==> config.mk <==
export PLATFORM = sky130hd
export DESIGN_NAME = rob_commit
export DESIGN_NICKNAME = d
export VERILOG_FILES = /design/src/rtl/tomasulo_pkg.sv /design/src/rtl/rob_commit.sv
export SDC_FILE = /design/constraint.sdc
export NUM_CORES = 1
export LEC_CHECK = 0
export CORE_ASPECT_RATIO = 1.2
export CORE_MARGIN = 2
export CORE_UTILIZATION = 28
export CTS_CLUSTER_DIAMETER = 100
export DETAILED_ROUTE_END_ITERATION = 8
export PLACE_DENSITY_LB_ADDON = 0.2
export SYNTH_ARGS = -nofsm -noshare
export SYNTH_HDL_FRONTEND = slang
export SYNTH_SLANG_ARGS = --single-unit
==> constraint.sdc <==
create_clock -name clk1 -period 4.82 [get_ports clk1]
set_input_delay 0.964 -clock clk1 [delete_from_list [all_inputs] [get_ports clk1]]
set_output_delay 0.964 -clock clk1 [all_outputs]
set_load 0.01 [all_outputs]
==> src/rtl/tomasulo_pkg.sv <==
// Shared types and constants for the Tomasulo reorder buffer.
// The result value lives in a separate array so its width can follow the module's DATA_W.
package tomasulo_pkg;

    localparam int ROB_DEPTH = 8;
    localparam int TAG_W     = 3;
    localparam int DATA_W    = 16;
    localparam int FUNC_W    = 4;
    localparam int RD_W      = 4;

    localparam logic [FUNC_W-1:0] FN_ADD = 4'b0000;
    localparam logic [FUNC_W-1:0] FN_SUB = 4'b0001;
    localparam logic [FUNC_W-1:0] FN_MUL = 4'b0010;
    localparam logic [FUNC_W-1:0] FN_DIV = 4'b0011;

    typedef struct packed {
        logic              busy;
        logic              ready;
        logic [FUNC_W-1:0] func;
        logic [RD_W-1:0]   rd;
    } rob_entry_t;

endpackage

==> src/rtl/rob_commit.sv <==
// Reorder buffer: in-order allocate, out-of-order CDB completion, in-order single commit.
// Flush outranks alloc/cdb/commit; lookups bypass the CDB combinationally.
module rob_commit
    import tomasulo_pkg::*;
#(
    parameter int ROB_DEPTH = tomasulo_pkg::ROB_DEPTH,
    parameter int DATA_W    = tomasulo_pkg::DATA_W
) (
    input  logic              clk1,
    input  logic              rst,
    input  logic              alloc_valid,
    input  logic [FUNC_W-1:0] alloc_func,
    input  logic [RD_W-1:0]   alloc_rd,
    output logic              alloc_ready,
    output logic [TAG_W-1:0]  alloc_tag,
    input  logic              cdb_valid,
    input  logic [TAG_W-1:0]  cdb_tag,
    input  logic [DATA_W-1:0] cdb_value,
    input  logic [TAG_W-1:0]  lk1_tag,
    input  logic [TAG_W-1:0]  lk2_tag,
    output logic              lk1_ready,
    output logic              lk2_ready,
    output logic [DATA_W-1:0] lk1_value,
    output logic [DATA_W-1:0] lk2_value,
    input  logic              flush,
    output logic              commit_valid,
    output logic [TAG_W-1:0]  commit_tag,
    output logic [RD_W-1:0]   commit_rd,
    output logic [FUNC_W-1:0] commit_func,
    output logic [DATA_W-1:0] commit_value,
    output logic              full,
    output logic              empty,
    output logic [TAG_W:0]    count
);

    localparam int CNT_W = TAG_W + 1;

    rob_entry_t        ent [ROB_DEPTH];
    logic [DATA_W-1:0] val [ROB_DEPTH];
    logic [TAG_W-1:0]  head, tail;
    logic              alloc_ok, commit_ok, cdb_ok;

    assign full        = (count == CNT_W'(ROB_DEPTH));
    assign empty       = (count == '0);
    assign alloc_ready = !full;
    assign alloc_tag   = tail;
    assign alloc_ok    = alloc_valid && !full;
    assign commit_ok   = !empty && ent[head].busy && ent[head].ready;
    // A tail entry being allocated this edge is not busy yet, so its CDB write drops here.
    assign cdb_ok      = cdb_valid && ent[cdb_tag].busy;

    always_ff @(posedge clk1 or posedge rst) begin
        if (rst) begin
            for (int i = 0; i < ROB_DEPTH; i++) ent[i] <= '0;
            head         <= '0;
            tail         <= '0;
            count        <= '0;
            commit_valid <= 1'b0;
            commit_tag   <= '0;
            commit_rd    <= '0;
            commit_func  <= '0;
            commit_value <= '0;
        end else if (flush) begin
            for (int i = 0; i < ROB_DEPTH; i++) ent[i] <= '0;
            head         <= '0;
            tail         <= '0;
            count        <= '0;
            commit_valid <= 1'b0;
        end else begin
            commit_valid <= commit_ok;
            if (cdb_ok) ent[cdb_tag].ready <= 1'b1;
            if (alloc_ok) begin
                ent[tail] <= '{busy: 1'b1, ready: 1'b0, func: alloc_func, rd: alloc_rd};
                tail      <= tail + 1'b1;
            end
            if (commit_ok) begin
                commit_tag       <= head;
                commit_rd        <= ent[head].rd;
                commit_func      <= ent[head].func;
                commit_value     <= val[head];
                ent[head].busy   <= 1'b0;
                ent[head].ready  <= 1'b0;
                head             <= head + 1'b1;
            end
            case ({alloc_ok, commit_ok})
                2'b10:   count <= count + 1'b1;
                2'b01:   count <= count - 1'b1;
                default: count <= count;
            endcase
        end
    end

    // Payload needs no reset: it is only observed through busy/ready.
    always_ff @(posedge clk1) begin
        if (!flush && cdb_ok) val[cdb_tag] <= cdb_value;
    end

    always_comb begin
        lk1_ready = ent[lk1_tag].busy && ent[lk1_tag].ready;
        lk1_value = val[lk1_tag];
        lk2_ready = ent[lk2_tag].busy && ent[lk2_tag].ready;
        lk2_value = val[lk2_tag];
        if (cdb_valid && cdb_tag == lk1_tag) begin
            lk1_ready = 1'b1;
            lk1_value = cdb_value;
        end
        if (cdb_valid && cdb_tag == lk2_tag) begin
            lk2_ready = 1'b1;
            lk2_value = cdb_value;
        end
    end

endmodule

==> run summary, run 1 <==
status - finished clean
synthesis-to-finish area growth - 22.05%
# nets final - 1122
crit-path max cell delay - 0.61 ns
Critical Path, Cell by Cell - clkdlybuf4s50_1, xnor2_1, nand4_1, buf_4, nor2_1, a21oi_1, clkdlybuf4s50_1
fin crit period - 4.238 ns
row count - 85
final hold vios - 0
#FFs+latches synth - 246
vias per inst - 5.322
Synth Area in Compound Gates - 0.1247
Pwr Density - 324.6 nW/µm²
syn nets - 1040
CP Class - input pin to output pin
drt drc - 0
post-synthesis mux area share - 0.2060
most frequent cells in the layout - 128 x edfxtp_1, 118 x dfrtp_1, 105 x nor2_1, 105 x clkdlybuf4s50_1, 93 x mux2i_1
gpl congestion - 0.8074
CTS sink cnt - 246
remaining global-route overflow - 0
DP Area - 14570 µm²
Mapped Area - 12720 µm²
post-CTS sizing - 0
Synth area leader - edfxtp_1
Antenna Violating Nets Remaining - 0
YS warnings - 0
WL met2 - 21010 µm
Initial DRC Count - 728
Crit path arrival time - 3.27 ns
layout cells sized above 1 - 0.1771
initial antenna violation count - 0
height of the die - 237.5 µm
Synth Flop Type - edfxtp_1
CTS Buffer Depth - 3
ranking of synthesized cells by area - edfxtp_1 30%, dfrtp_1 23%, mux4_2 12%
RSZ-0062 raised after global routing - false
CORE AREA - 44880 µm²
final worst path period share - 0.8793
GRT Overall Usage - 0.1769
DR pass1 iterations - 5
share of flip-flops with an asynchronous set or reset - 0.4797
CP required - 3.86 ns
Max-slew headroom - 0.2669
starting density of the core - 0.2834
chip width - 198.6 µm
final wirelength - 41720 µm
Final Max Slew Viols - 0
vias - 9101
setup bufs post-CTS - 0
Post-Synth XOR/XNOR Area - 0.006197
I/O pin total - 110
post-layout util - 0.3459
DR top layer - met4
CTS tree - yes
max cap viols - 0
Gate Count Post-Synth - 998
crit start category - input pin
Synth Area in Adders - 0.003934
number of flops mapped to enable cells by yosys - 128
CTS root buffer - clkbuf_16
largest net degree at the start of global routing - 81
Pwr Total - 0.005040 W
final instance area - 15530 µm²
Hold Path Class - flip-flop to flip-flop
Least-Margin Pin Slew - 1.097 ns
first-pass GRT wire length - 62090 µm
Final WS setup - 0.5818 ns
Seq/Total Area, Yosys - 0.5343
met3 routed WL - 2079 µm
cts hold-fix bufs - 0
most used cell along the critical path - clkdlybuf4s50_1
die area - 47160 µm²
CTS Buf Count - 28
antenna cells - 0
syn avg cell area - 12.75 µm²
final setup TNS - 0 ns
Final setup viols - 0
Achievable Freq - 236.0 MHz
count of different cell masters after synthesis - 63
vias in the first global route - 9357
worst-path maximum fanout - 33
worst path bufs/invs - 3
Clk Latency, worst-skew pair - 0.56 ns
simple-gate area share of the yosys netlist - 0.08537
area share of the largest cell type after synthesis - 0.3022
dpl ws - 0.5533 ns
Leak - 5.840 nW
routed length on met1 - 17540 µm
post-DP HPWL - 25710 µm
Max IR drop VDD - 0.2365 mV
Critical Path Sink Type - output pin
commonest non-fill, non-tap cell in the layout - edfxtp_1
main combinational cell family by area after synthesis - multiplexers
CTS H-tree lvls - 1
Slowest-stage cell, CP - clkdlybuf4s50_1
clock slew at the register clock pins of the worst setup and hold paths - 0.06 ns
CP delay by family, top - buffers and inverters
Worst Skew - 0.01716 ns
WL/cell - 24.40 µm
Port Buffers - 109
## power by group
group          switching, W  leakage [nW]  total [W]  internal (W)
clock              0.000890         0.461    0.00222       0.00133
combinational      0.000293          2.60   0.000543      0.000250
sequential        0.0000343          2.78    0.00228       0.00225
## Yosys cell counts, drive strengths merged, types with 2 or more instances
library cell  number
o21ai             12
nor3b              2
nor2             108
xnor2              7
a2111oi            8
or3b               2
o211ai             8
a22o              22
o22ai              4
a211o              3
xor2               2
mux4              66
a31oi             28
clkbuf            65
mux2i             94
nand3             17
nand2b             2
mux2              16
a211oi             4
and2               2
ha                 4
nand4b             2
a21oi             48
nor2b              3
edfxtp           128
nor4               3
nor3              16
buf               34
nand4             19
a22oi             52
a221oi            26
inv               14
nor4b              3
nand2             35
and3               6
dfrtp            118
## metal layers
metal  global-route usage  vias up
met3              0.02511       88
met4              0.05088        0
met1               0.2309     4653
met5                    0        -
li1                     -     4065
met2               0.3044      295
## worst register-to-register path: cells and delay by family, from the launching register on
family          cells  cell delay (ns)
simple gates        4             1.52
buf+inv             1             0.43
flops               1             0.64
fa+ha+maj           1             0.21
xor+xnor            1             0.12
compound gates      3             0.65
## state kept, by name (all words and copies together) (netlist names)
register,flops
count,4
head,3
commit_func,4
alloc_tag,3
commit_tag,3
commit_valid,1
commit_rd,4
ent,80
val,128
commit_value,16
## final cells by class
type	instances	area, µm²
clock inverters	19	212.7
fillers	4455	29350
flip-flops and latches	246	6797
inverters	15	58.81
well taps	609	762.0
multi-input cells	638	5500
repair buffers	151	1449
clock buffers	32	747.0
## cells by family (layout without fill, tap and decap cells)
group,count (synthesis),count (layout)
buf+inv,114,217
compound gates,223,223
fa+ha+maj,4,4
simple gates,226,226
flops,246,246
mux,176,176
xor+xnor,9,9
## final timing paths
| path | depth (start not counted) | startpoint | slack, ns | to |
|---|---|---|---|---|
| max | 7 | lk1_tag[1] | 0.58 | lk1_value[8] |
| min | 1 | commit_rd[1] | 0.48 | commit_rd[1] |
| max reg2reg | 10 | head[0] | 1.20 | count[2] |
| min reg2reg | 1 | commit_rd[1] | 0.48 | commit_rd[1] |
| max in group asynchronous | 3 | rst | 3.07 | commit_value[13] |
| min in group asynchronous | 2 | rst | 0.97 | commit_valid |
## through the flow
step,hold WS (ns),instances
after CTS,0.4907,1710
after global routing,0.5228,1710
after floorplan,0.4862,998
final,0.4847,1710
after detailed placement,0.4769,1659
after global placement,0.4713,1659
(Power assumes the default switching activity.)
==> inputs of run 2 (changes only) <==
--- a/config.mk
+++ b/config.mk
@@ -11,6 +11,8 @@
 export CTS_CLUSTER_DIAMETER = 100
 export DETAILED_ROUTE_END_ITERATION = 8
 export PLACE_DENSITY_LB_ADDON = 0.2
+export SKIP_LAST_GASP = 1
+export SLEW_MARGIN = 0
 export SYNTH_ARGS = -nofsm -noshare
 export SYNTH_HDL_FRONTEND = slang
 export SYNTH_SLANG_ARGS = --single-unit
==> constraint.sdc (replaced) <==
create_clock -name clk1 -period 4.82 [get_ports clk1]
set_input_delay 0.964 -clock clk1 [delete_from_list [all_inputs] [get_ports clk1]]
set_output_delay 0.964 -clock clk1 [all_outputs]
set_load 0.02 [all_outputs]
==> run 2 against run 1 <==
  * Global-route usage hardly changed
  * Sequential cell count did not move
  * Register-to-register slack about the same
  * Final cell count grew 0.18%
  * Sequential share of layout area down 0.19 points
  * Fmax fell by 1.0%
  * Wire length shrank 0.80%
  * Via count up 0.91%
  * Count of clock-buffer cells in the layout rose by 7
  * Setup slack worse by 0.045 ns
  * Critical path type unchanged
  * Critical endpoint unchanged
==> run summary, run 2 (synthesis results as in run 1) <==
final hold vios - 0 (unchanged)
Port Buffers - 109 (unchanged)
biggest regs - val: 128 flops, ent: 80 flops, commit_value: 16 flops
remaining global-route overflow - 0 (unchanged)
Achievable Freq - 233.5 MHz (-1.0%)
vias - 9184 (+0.91%)
Critical Path Sink Type - output pin
CORE AREA - 44880 µm² (unchanged)
crit start category - input pin
gpl congestion - 0.8019 (-0.68%)
post-DP HPWL - 25630 µm (-0.33%)
vias per inst - 5.361 (+0.74%)
worst-path maximum fanout - 33 (unchanged)
I/O pin total - 110 (unchanged)
commonest non-fill, non-tap cell in the layout - edfxtp_1
Final Max Slew Viols - 0 (unchanged)
R2R setup slack - 1.20 ns (about the same)
Crit Reg-Reg Startpoint - head[0]
clock slew at the register clock pins of the worst setup and hold paths - 0.05 ns (about the same)
final wirelength - 41390 µm (-0.80%)
GRT Overall Usage - 0.1769 (about the same)
Leak - 5.869 nW (+0.51%)
Max IR drop VDD - 0.2354 mV (-0.45%)
CTS Buf Count - 29 (+3.6%)
initial antenna violation count - 0 (unchanged)
CP endpoint - lk1_value[8]
most frequent cells in the layout - 128 x edfxtp_1, 118 x dfrtp_1, 105 x nor2_1, 105 x clkdlybuf4s50_1, 93 x mux2i_1
Antenna Violating Nets Remaining - 0 (unchanged)
Max-slew headroom - 0.3094 (+0.04247)
Final setup viols - 0 (unchanged)
height of the die - 237.5 µm (unchanged)
# nets final - 1123 (+0.089%)
CP Class - input pin to output pin
Initial DRC Count - 800 (+9.9%)
RSZ-0062 raised after global routing - false
cts hold-fix bufs - 0 (unchanged)
Pwr Density - 331.3 nW/µm² (+2.1%)
antenna cells - 0 (unchanged)
r2r worst-path depth - 10 (unchanged)
Hold Path Class - flip-flop to flip-flop
chip width - 198.6 µm (unchanged)
largest net degree at the start of global routing - 78 (-3.7%)
setup bufs post-CTS - 0 (unchanged)
fin crit period - 4.283 ns (+0.04473 ns)
die area - 47160 µm² (unchanged)
Clk Latency, worst-skew pair - 0.56 ns (about the same)
status - finished clean
non-filler cells, final - 1713 (+0.18%)
starting density of the core - 0.2834 (unchanged)
Final WS setup - 0.5371 ns (-0.04473 ns)
CTS sink cnt - 246 (unchanged)
number of flip-flops under the largest register name - 128 (unchanged)
CTS root buffer - clkbuf_16
CTS tree - yes
WL/cell - 24.16 µm (-0.97%)
row count - 85 (unchanged)
CTS Buffer Depth - 3 (unchanged)
drt drc - 0 (unchanged)
Top reg by flops - val
worst reg2reg path endpoint - count[2]
post-CTS sizing - 0 (unchanged)
synthesis-to-finish area growth - 22.57%
dpl ws - 0.5158 ns (-0.03750 ns)
Worst Skew - 0.009066 ns (-0.008095 ns)
vias in the first global route - 9414 (+0.61%)
layout cells sized above 1 - 0.1784 (+0.001330)
Least-Margin Pin Slew - 1.030 ns (-0.06657 ns)
final worst path period share - 0.8886 (+0.009281)
CTS H-tree lvls - 1 (unchanged)
final instance area - 15590 µm² (+0.43%)
CP startpoint - cdb_tag[0]
Cells after DPL - 1659 (unchanged)
max cap viols - 0 (unchanged)
Crit path arrival time - 3.32 ns (+0.05 ns)
DP Area - 14580 µm² (about the same)
DR pass1 iterations - 5 (unchanged)
first-pass GRT wire length - 62000 µm (-0.14%)
CP required - 3.86 ns (about the same)
final setup TNS - 0 ns (unchanged)
-- run 2: changes by cell type in the layout (fill, tap and decap cells not counted), sizes merged --
cell,change
clkbuf,+7
clkinvlp,-1
clkinv,-3
-- run 2: how the worst min path moves through the flow --
stage	from	to	depth (start not counted)
floorplan	ent[57]	ent[57]	2
global placement	commit_func[0]	commit_func[0]	1
detailed placement	commit_func[0]	commit_func[0]	1
CTS	commit_func[0]	commit_func[0]	1
global route	commit_func[0]	commit_func[0]	1
finish	commit_func[0]	commit_func[0]	1
-- run 2: worst max-delay path, cell delays in order --
cell             delay, ns
clkdlybuf4s50_1       0.60
xnor2_1               0.16
nand4_1               0.12
buf_4                 0.38
nor2_1                0.07
a21oi_1               0.33
clkdlybuf4s50_1       0.69
-- run 2: layout make-up --
type,instances,area (µm²)
flip-flops and latches,246,6797
inverters,15,58.81
multi-input cells,638,5500
repair buffers,151,1461
clock inverters,15,198.9
clock buffers,39,814.5
fillers,4478,29290
well taps,609,762.0
-- run 2: per-stage QoR --
| stage | utilization | power (W) | hold slack [ns] |
|---|---|---|---|
| after floorplan | - | 0.002648 | 0.4862 |
| after global placement | 0.3248 | 0.002916 | 0.4689 |
| after detailed placement | 0.3248 | 0.002917 | 0.4747 |
| after CTS | 0.3474 | 0.005234 | 0.4873 |
| after global routing | 0.3474 | 0.005359 | 0.4993 |
| final | 0.3474 | 0.005166 | 0.4837 |
-- run 2: per-layer routing --
metal | vias to the layer above | global-route usage | wire length (µm) | share of wire
li1 | 4075 | - | - | -
met1 | 4752 | 0.2328 | 17270 | 0.42
met2 | 292 | 0.3031 | 20740 | 0.50
met3 | 65 | 0.02540 | 2315 | 0.056
met4 | 0 | 0.04862 | 1061 | 0.026
met5 | - | 0 | 0 | 0
-- run 2: report_power, final --
group,switching [W],internal [W]
combinational,0.000337,0.000250
clock,0.000893,0.00140
sequential,0.0000345,0.00225
total,0.00126,0.00390
